File: config.mk
export PLATFORM = sky130hd
export DESIGN_NAME = wimax_cc_encoder
export DESIGN_NICKNAME = d
export VERILOG_FILES = /design/src/rtl/wimax_cc_encoder.sv
export SDC_FILE = /design/constraint.sdc
export NUM_CORES = 1
export LEC_CHECK = 0
export CORE_ASPECT_RATIO = 0.5
export CORE_MARGIN = 2
export CORE_UTILIZATION = 40
export DETAILED_ROUTE_END_ITERATION = 16
export GPL_TIMING_DRIVEN = 0
export PLACE_DENSITY = 0.61
export SYNTH_ARGS = -nofsm -noshare
export SYNTH_HDL_FRONTEND = slang
export SYNTH_SLANG_ARGS = --single-unit
File: constraint.sdc
create_clock -name clk -period 3.4 [get_ports clk]
set_input_delay 1.02 -clock clk [delete_from_list [all_inputs] [get_ports clk]]
set_output_delay 1.02 -clock clk [all_outputs]
set_load 0.02 [all_outputs]
File: src/rtl/wimax_cc_encoder.sv
`default_nettype none
// ============================================================================
// Module      : wimax_cc_encoder
// Description : Rate-1/2 tail-biting convolutional encoder (K=7,
//               G1=171 octal -> X, G2=133 octal -> Y). Serial input bits are
//               collected into a two-bank ping-pong buffer of BLOCK_BITS bits.
//               Each full bank has its shift register preloaded with the
//               block's last six bits. The bank is then emitted as X/Y pairs
//               in bit order 0..N-1.
// Ports       : clk, reset_N (async, active low), clr (sync abort)
//               in_valid/in_ready/in_data     : serial randomized bit input
//               out_valid/out_ready           : coded pair handshake
//               out_x/out_y                   : G1/G2 coded bits
//               out_sob/out_eob               : first / last pair of block
// Revision    : 1.0 - initial release
// ============================================================================
module wimax_cc_encoder #(
  parameter int BLOCK_BITS = 96,
  parameter int PTR_W      = $clog2(BLOCK_BITS)
) (
  input  logic clk,
  input  logic reset_N,
  input  logic clr,
  input  logic in_valid,
  input  logic in_data,
  output logic in_ready,
  output logic out_valid,
  input  logic out_ready,
  output logic out_x,
  output logic out_y,
  output logic out_sob,
  output logic out_eob
);

  localparam logic [PTR_W-1:0] C_LAST_PTR = PTR_W'(BLOCK_BITS - 1);

  typedef enum logic [1:0] {
    ST_IDLE    = 2'd0,
    ST_PRELOAD = 2'd1,
    ST_ENCODE  = 2'd2
  } state_t;

  state_t                  state_q,   state_d;
  logic [1:0]              full_q,    full_d;
  logic                    wr_bank_q, wr_bank_d;
  logic [PTR_W-1:0]        wr_ptr_q,  wr_ptr_d;
  logic                    rd_bank_q, rd_bank_d;
  logic [PTR_W-1:0]        rd_ptr_q,  rd_ptr_d;
  // sr_q[k] is the input bit delayed by k+1
  logic [5:0]              sr_q,      sr_d;
  logic [BLOCK_BITS-1:0]   bank_q [2];
  logic [BLOCK_BITS-1:0]   bank_d [2];

  logic [BLOCK_BITS-1:0]   w_rd_word;
  logic                    w_cur_bit;
  logic [5:0]              w_preload;
  logic                    w_wr_fire;
  logic                    w_out_fire;

  assign w_rd_word  = bank_q[rd_bank_q];
  assign w_cur_bit  = w_rd_word[rd_ptr_q];
  assign in_ready   = !full_q[wr_bank_q];
  assign w_wr_fire  = in_valid && in_ready;
  assign out_valid  = (state_q == ST_ENCODE);
  assign w_out_fire = out_valid && out_ready;

  // Tail-biting start state: s0 = b[N-1] ... s5 = b[N-6]
  always_comb begin
    w_preload = '0;
    for (int k = 0; k < 6; k++) begin
      w_preload[k] = w_rd_word[BLOCK_BITS-1-k];
    end
  end

  assign out_x   = out_valid & (w_cur_bit ^ sr_q[0] ^ sr_q[1] ^ sr_q[2] ^ sr_q[5]);
  assign out_y   = out_valid & (w_cur_bit ^ sr_q[1] ^ sr_q[2] ^ sr_q[4] ^ sr_q[5]);
  assign out_sob = out_valid && (rd_ptr_q == '0);
  assign out_eob = out_valid && (rd_ptr_q == C_LAST_PTR);

  always_comb begin
    state_d   = state_q;
    full_d    = full_q;
    wr_bank_d = wr_bank_q;
    wr_ptr_d  = wr_ptr_q;
    rd_bank_d = rd_bank_q;
    rd_ptr_d  = rd_ptr_q;
    sr_d      = sr_q;
    bank_d    = bank_q;

    if (clr) begin
      state_d   = ST_IDLE;
      full_d    = '0;
      wr_bank_d = 1'b0;
      wr_ptr_d  = '0;
      rd_bank_d = 1'b0;
      rd_ptr_d  = '0;
      sr_d      = '0;
    end else begin
      if (w_wr_fire) begin
        bank_d[wr_bank_q][wr_ptr_q] = in_data;
        if (wr_ptr_q == C_LAST_PTR) begin
          full_d[wr_bank_q] = 1'b1;
          wr_bank_d         = !wr_bank_q;
          wr_ptr_d          = '0;
        end else begin
          wr_ptr_d = wr_ptr_q + 1'b1;
        end
      end

      case (state_q)
        ST_IDLE: begin
          if (full_q[rd_bank_q]) state_d = ST_PRELOAD;
        end
        ST_PRELOAD: begin
          sr_d     = w_preload;
          rd_ptr_d = '0;
          state_d  = ST_ENCODE;
        end
        ST_ENCODE: begin
          if (w_out_fire) begin
            sr_d     = {sr_q[4:0], w_cur_bit};
            rd_ptr_d = rd_ptr_q + 1'b1;
            if (rd_ptr_q == C_LAST_PTR) begin
              full_d[rd_bank_q] = 1'b0;
              rd_bank_d         = !rd_bank_q;
              rd_ptr_d          = '0;
              // full_d already reflects a fill completing on this same edge,
              // so a just-finished bank costs only the single preload bubble.
              state_d = full_d[!rd_bank_q] ? ST_PRELOAD : ST_IDLE;
            end
          end
        end
        default: state_d = ST_IDLE;
      endcase
    end
  end

  always_ff @(posedge clk or negedge reset_N) begin
    if (!reset_N) begin
      state_q   <= ST_IDLE;
      full_q    <= '0;
      wr_bank_q <= 1'b0;
      wr_ptr_q  <= '0;
      rd_bank_q <= 1'b0;
      rd_ptr_q  <= '0;
      sr_q      <= '0;
    end else begin
      state_q   <= state_d;
      full_q    <= full_d;
      wr_bank_q <= wr_bank_d;
      wr_ptr_q  <= wr_ptr_d;
      rd_bank_q <= rd_bank_d;
      rd_ptr_q  <= rd_ptr_d;
      sr_q      <= sr_d;
    end
  end

  // Bank contents are qualified by the full flags, so they need no reset.
  always_ff @(posedge clk) begin
    bank_q <= bank_d;
  end

endmodule
`default_nettype wire

==> metrics.md, run 1 <==
| Metric | Value |
|---|---|
| Final instance area | roughly 12000 µm² |
| Routed vias | 6648 |
| Register area | 6420 µm² |
| Final #Nets | between 800 and 900 |
| Failing checks | negative setup slack |
| Placed cell area | approximately 11000 µm² |
| Worst-Skew Late Latency | around 0.51 ns |
| Cells after synthesis | 774 |
| # setup viols final | 3 |
| First-pass iteration count of the detailed router | 5 |
| Syn avg cell area | 12.9 µm² |
| Multi-input logic area | between 3000 and 4000 µm² |
| DRT iter0 DRCs | ~910 |
| Routed WL per cell | approximately 23 µm |
| Maximum VDD drop | ~200 µV |
| Critical path peak fanout | 10 |
| Ys flop type | edfxtp_1 |
| Critical Path AT | 3.22 ns |
| Port bufs | 11 |
| Fraction of layout cells with a size suffix above 1 | between 10% and 20% |
| WL final | 26.7 mm |
| Most common cell after layout, fill and taps aside | nor2_1 |
| Worst setup SP type | flip-flop |
| Synth unique cells | 52 |
| DIE AREA | approximately 26000 µm² |
| Buffer depth of the longest clock path | 3 |
| CTS root buf | clkbuf_16 |
| Max_cap viols | 0 |
| Gpl congestion | 0.823 |
| Core area | between 20000 and 25000 µm² |
| CTS tree | built |
| Global router's overall resource usage | a little over a fifth |
| Worst-margin pin slew | 1.20 ns |
| Slew headroom | 19.7% |
| Leakage Power | ~3.7 nW |
| Fin crit share | 125% |
| Worst Path Required | around 2.4 ns |
| Synthesized flop and latch total | approximately 220 |
| Sequential share of the synthesized area | 64.3% |
| Core Util, Final | about half |
| Hold Path Class | reg -> reg |
| RSZ-0062 raised after global routing | yes |
| Via/cell ratio | 5.68 |
| Global-route wire length before repair | between 30 and 40 mm |
| DRC | 0 |
| Status | complete, but fails checks |
| Setup_tns | -2.09 ns |
| F_max | around 0.24 GHz |
| Yosys warns | 0 |
| Non-filler cells, final | around 1200 |
| Clock Sinks | 218 |
| Crit path time final | around 4.2 ns |
| Final Hold Viols | 0 |
| Cell Rows | 40 |
| # H-tree levels | 1 |
| Cells after DPL | roughly 1100 |
| Final ANT Viol Nets | 0 |
| Critical setup path kind | reg -> out |
| Power, Total | approximately 5.6 mW |
| Die width | 227 µm |
| Die height | ~120 µm |
| P&R area growth vs syn | 16.8% |
| Pin count of the biggest net entering global routing | approximately 120 |
| Initial core utilization | just over 40% |
| Pwr dens | between 400 and 500 nW/µm² |
| Vias in the first global route | approximately 6300 |
| Antenna violations before repair | 0 |
| Mapped Area | 9980 µm² |
| CP Capture Type | output port |
| EDFF count, synth | ~190 |
| FILL cells | around 2200 |
| Post-synth ARST share | about an eighth |
| Final Skew | around 0.0059 ns |
| IO Pins | 12 |
| Synth Net Count | roughly 780 |
| GRT overflow | 0 |
| Antenna Diode Count | 0 |
| Detail Placement HPWL | approximately 17 mm |
| Final WS setup | -0.843 ns |
| Clk slew on worst S/H paths | ~0.060 ns |
| Total CTS buffers | 22 |
| Highest-count cells in the layout ignoring fill and taps | 218 x nor2_1, 192 x edfxtp_1, 49 x nand2_1 |
| Max-slew violations | 0 |
## logic make-up (layout without fill, tap and decap cells)
kind of cell    Yosys count  after routing  synth area share, %
simple gates            332            332                 14.0
flops                   218            218                 64.3
mux                      77             77                 12.8
compound gates           68             68                 4.60
buf+inv                  66            127                 3.10
xor+xnor                 10             10                0.877
fa+ha+maj                 3              3                0.376
## timing repair
action / CTS / global route
pin swaps: 17 / 1
endpoints found under the setup margin: 40 / 5
hold buffers: 0 / 0
resized for setup: 68 / 4
cloned: 3 / 0
buffers inserted: 8 / 2
## area by class of cell
| class | count | area share [%] |
|---|---|---|
| Clock inverter | 14 | 0.955 |
| Multi-Input combinational cell | 490 | 29.1 |
| Buffer | 56 | 3.33 |
| Timing Repair Buffer | 25 | 2.71 |
| Inverter | 7 | 0.225 |
| Sequential cell | 218 | 55.1 |
| Tap cell | 336 | 3.61 |
| Clock buffer | 25 | 5.00 |
## routing by layer
layer	wire (µm)	GRT usage, %	vias up
li1	-	-	2915
met1	11800	30.3	3395
met3	2300	4.44	49
met2	12000	32.9	289
met4	597	5.23	0
met5	0	0	-
## Yosys cell counts, types with 6 or more instances
cell type	n	area share, %
and3_1	6	0.38
edfxtp_1	192	58
mux4_2	32	7.2
inv_1	6	0.23
buf_2	9	0.45
a21oi_1	12	0.60
clkbuf_1	44	1.7
nor3_1	8	0.40
nor2_1	218	8.2
o21ai_0	16	0.80
nor2b_1	13	0.81
mux2i_1	30	3.0
nand3_1	11	0.55
nand2_1	49	1.8
dfrtp_1	26	6.5
nand2b_1	7	0.44
mux2_2	7	0.79
## per-stage QoR
stage | hold slack [ns] | setup slack [ns]
after global routing | 0.456 | -0.907
after global placement | 0.433 | -2.93
after floorplan | 0.414 | 0.00560
final | 0.442 | -0.843
after detailed placement | 0.438 | -1.42
after CTS | 0.446 | -0.798
## power breakdown
group | internal, mW | total, mW | switching [mW]
sequential | 2.92 | 2.93 | 0.00897
combinational | 0.102 | 0.254 | 0.153
clock | 1.38 | 2.39 | 1.02
## path summary, 6_finish.rpt
check	end	slack [ns]	start	depth (start not counted)
max in group asynchronous	rd_bank_q	1.45	reset_N	1
min in group asynchronous	wr_ptr_q[0]	1.15	reset_N	1
setup reg to reg	bank_q[19]	0.50	wr_bank_q	6
hold reg to reg	state_q[0]	0.44	state_q[0]	1
hold / removal	state_q[0]	0.44	state_q[0]	1
setup / recovery	out_x	-0.84	rd_bank_q	10
## worst max-delay path, cell delays in order, from the launching register on
cell and delay (ns):
dfrtp_2 0.41, buf_12 0.16, buf_12 0.16, buf_12 0.16
mux2i_4 0.31, o22ai_1 0.15, a2111oi_4 0.49, o31ai_4 0.16
or3_1 0.41, a21oi_2 0.13, buf_4 0.15
## state kept, by name, summed over array words and instances, names as in the netlist
register	count
state_q	2
full_q	2
wr_ptr_q	7
rd_bank_q	1
sr_q	6
wr_bank_q	1
rd_ptr_q	7
bank_q	192
No activity file was read; power rests on OpenSTA's default activity.
==> run 2, diff against run 1 <==
Settings changed: PLACE_DENSITY 0.61 to 0.63, TNS_END_PERCENT from default to 1.
Clock period 3.4 ns to 3.6 ns, I/O delays scaled along.
==> metrics.md, run 2 (synthesized netlist as in run 1, its figures left out) <==
| Metric | Value |
|---|---|
| WL final | 27.0 mm (+0.98%) |
| Hold Path Class | reg -> reg |
| IO Pins | 12 (unchanged) |
| Final Hold Viols | 0 (unchanged) |
| CTS tree | built |
| Most common cell after layout, fill and taps aside | nor2_1 |
| First-pass iteration count of the detailed router | 5 (unchanged) |
| CTS root buf | clkbuf_16 |
| Port bufs | 11 (unchanged) |
| RSZ-0062 raised after global routing | yes |
| # setup viols final | 2 (-1) |
| Max_cap viols | 0 (unchanged) |
| Core Util, Final | 48.0% (about the same) |
| Max-slew violations | 0 (unchanged) |
| F_max | approximately 0.23 GHz |
| Critical Path AT | 3.19 ns (-0.03 ns) |
| Post-Place Setup Slack | -1.16 ns (+0.263 ns) |
| Critical path peak fanout | 10 (unchanged) |
| Fin crit share | 119% |
| Final WS setup | -0.670 ns (+0.173 ns) |
| Clock Sinks | 218 (unchanged) |
| Clock power share | 43.3% (+0.4 points) |
| Fraction of layout cells with a size suffix above 1 | 15.4% (-0.16 points) |
| Reg2Reg Depth | 6 (unchanged) |
| Combinational Power Share | 4.7% (about the same) |
| CP Capture Type | output port |
| Initial core utilization | 41.1% (unchanged) |
| Cell Rows | 40 (unchanged) |
| Hold_ws | 0.444 ns (+0.00236 ns) |
| Global-route wire length before repair | 39.8 mm (about the same) |
| Global router's overall resource usage | 21.0% (-0.086 points) |
| Slew headroom | 29.6% (+9.9 points) |
| Worst setup SP type | flip-flop |
| Pin count of the biggest net entering global routing | 103 (-11%) |
| R2R Path Start | wr_bank_q |
| Leakage Power | 3.70 nW (+0.81%) |
| Worst-Skew Late Latency | 0.52 ns (about the same) |
| Vias in the first global route | 6622 (+4.5%) |
| FILL cells | 2096 (-2.7%) |
| Antenna violations before repair | 0 (unchanged) |
| DRC | 0 (unchanged) |
| Sw frac | 21.1% (-0.055 points) |
| P&R area growth vs syn | 16.7% (about the same) |
| Net switching power figure | 1.12 mW (-4.9%) |
| Setup_tns | -1.33 ns (+0.762 ns) |
| Worst min-delay path startpoint | state_q[0] |
| Hold EP | state_q[0] |
| Power, Total | 5.32 mW (-4.6%) |
| R2R Path End | bank_q[0] |
| Highest-count cells in the layout ignoring fill and taps | 217 x nor2_1, 192 x edfxtp_1, 49 x nand2_1 |
| Crit path time final | roughly 4.3 ns |
| Number of flip-flops in the largest register | 192 (unchanged) |
| Critical setup path kind | reg -> out |
| Worst-margin pin slew | 1.06 ns (-0.145 ns) |
| Biggest regs | bank_q (192), rd_ptr_q (7), wr_ptr_q (7) |
| Total CTS buffers | 22 (unchanged) |
| Most flop-heavy register | bank_q |
| Detail Placement HPWL | 17.2 mm (+1.2%) |
| Register share of total power | 52.0% (-0.5 points) |
| DRT iter0 DRCs | 655 (-28%) |
| Failing checks | negative setup slack |
| Final #Nets | 830 (+0.12%) |
| Hold Path Stages | 1 (unchanged) |
| Via/cell ratio | 5.70 (+0.33%) |
| Maximum VDD drop | 260 µV (+31%) |
| FF-to-FF setup slack | 0.69 ns (+0.19 ns) |
| Final ANT Viol Nets | 0 (unchanged) |
| Clk slew on worst S/H paths | 0.07 ns (about the same) |
| # H-tree levels | 1 (unchanged) |
| DIE AREA | 26300 µm² (unchanged) |
| Buffer depth of the longest clock path | 3 (unchanged) |
| Die width | 227 µm (unchanged) |
| Final Skew | 0.0145 ns (+0.00863 ns) |
| Gpl congestion | 0.867 (+5.3%) |
| Cell internal pwr | 4.20 mW (-4.5%) |
| Pwr dens | 457 nW/µm² (-4.5%) |
| Status | complete, but fails checks |
| Cts hold-fix bufs | 0 (unchanged) |
| Die height | 116 µm (unchanged) |
| GRT overflow | 0 (unchanged) |
| Worst Path Required | 2.52 ns (+0.14 ns) |
| Routed vias | 6681 (+0.50%) |
| Core area | 24300 µm² (unchanged) |
| Routed WL per cell | 23.0 µm (+0.80%) |
| Antenna Diode Count | 0 (unchanged) |
## run 2: per-layer routing
layer | part of all wire (%) | GRT usage [%] | vias up
li1 | - | - | 2916
met3 | 10 | 6.03 | 50
met2 | 45 | 33.4 | 318
met4 | 3.4 | 6.88 | 0
met1 | 41 | 27.9 | 3397
met5 | 0 | 0 | -
## run 2: power by group through the flow
stage | Sequential (mW) | Combinational (mW) | Clock [mW]
after floorplan | 2.82 | 0.109 | 0
after global placement | 2.83 | 0.197 | 0
after detailed placement | 2.82 | 0.204 | 0
after CTS | 2.77 | 0.238 | 2.32
after global routing | 2.77 | 0.270 | 2.43
final | 2.77 | 0.252 | 2.30
## run 2: worst max-delay path by stage
stage | startpoint | endpoint | slack [ns] | cells after the start
after global routing | rd_ptr_q[2] | out_x | -0.72 | 10
after global placement | in_data | bank_q[191] | -2.68 | 1
after floorplan | rd_ptr_q[0] | out_x | 0.05 | 8
after detailed placement | rd_ptr_q[2] | out_x | -1.16 | 10
final | rd_bank_q | out_x | -0.67 | 10
after CTS | rd_bank_q | out_x | -0.63 | 11
## run 2: cell type report
| type | instances | area (µm²) | share of cell area, % |
|---|---|---|---|
| Inverter | 7 | 26.3 | 0.226 |
| Tap cell | 336 | 420 | 3.61 |
| Clock buffer | 30 | 612 | 5.25 |
| Sequential cell | 218 | 6420 | 55.1 |
| Buffer | 59 | 399 | 3.43 |
| Timing Repair Buffer | 23 | 283 | 2.43 |
| Clock inverter | 10 | 98.8 | 0.849 |
| Multi-Input combinational cell | 490 | 3390 | 29.1 |
## run 2: repair_timing
| item | 4_1_cts | 5_1_grt |
|---|---|---|
| hold endpoints to repair | 0 | 0 |
| resized for setup | 61 | 15 |
| gates cloned | 1 | 1 |
| endpoints found under the setup margin | 5 | 35 |
| buffers inserted | 9 | 0 |
| pin swaps | 15 | 1 |
## run 2: worst max-delay path: stages (launching register included)
cell and delay, ns:
dfrtp_1 0.39, buf_12 0.17, buf_12 0.15, buf_6 0.20, mux2i_4 0.31, o22ai_1 0.15
a2111oi_4 0.44, o31ai_4 0.16, or3_4 0.41, a21oi_2 0.12, buf_4 0.15
## run 2: stage by stage
step,cell area [µm²],cells
floorplan,9980,774
global placement,10500,1121
detailed placement,10500,1122
CTS,11500,1172
global route,11600,1173
finish,11600,1173
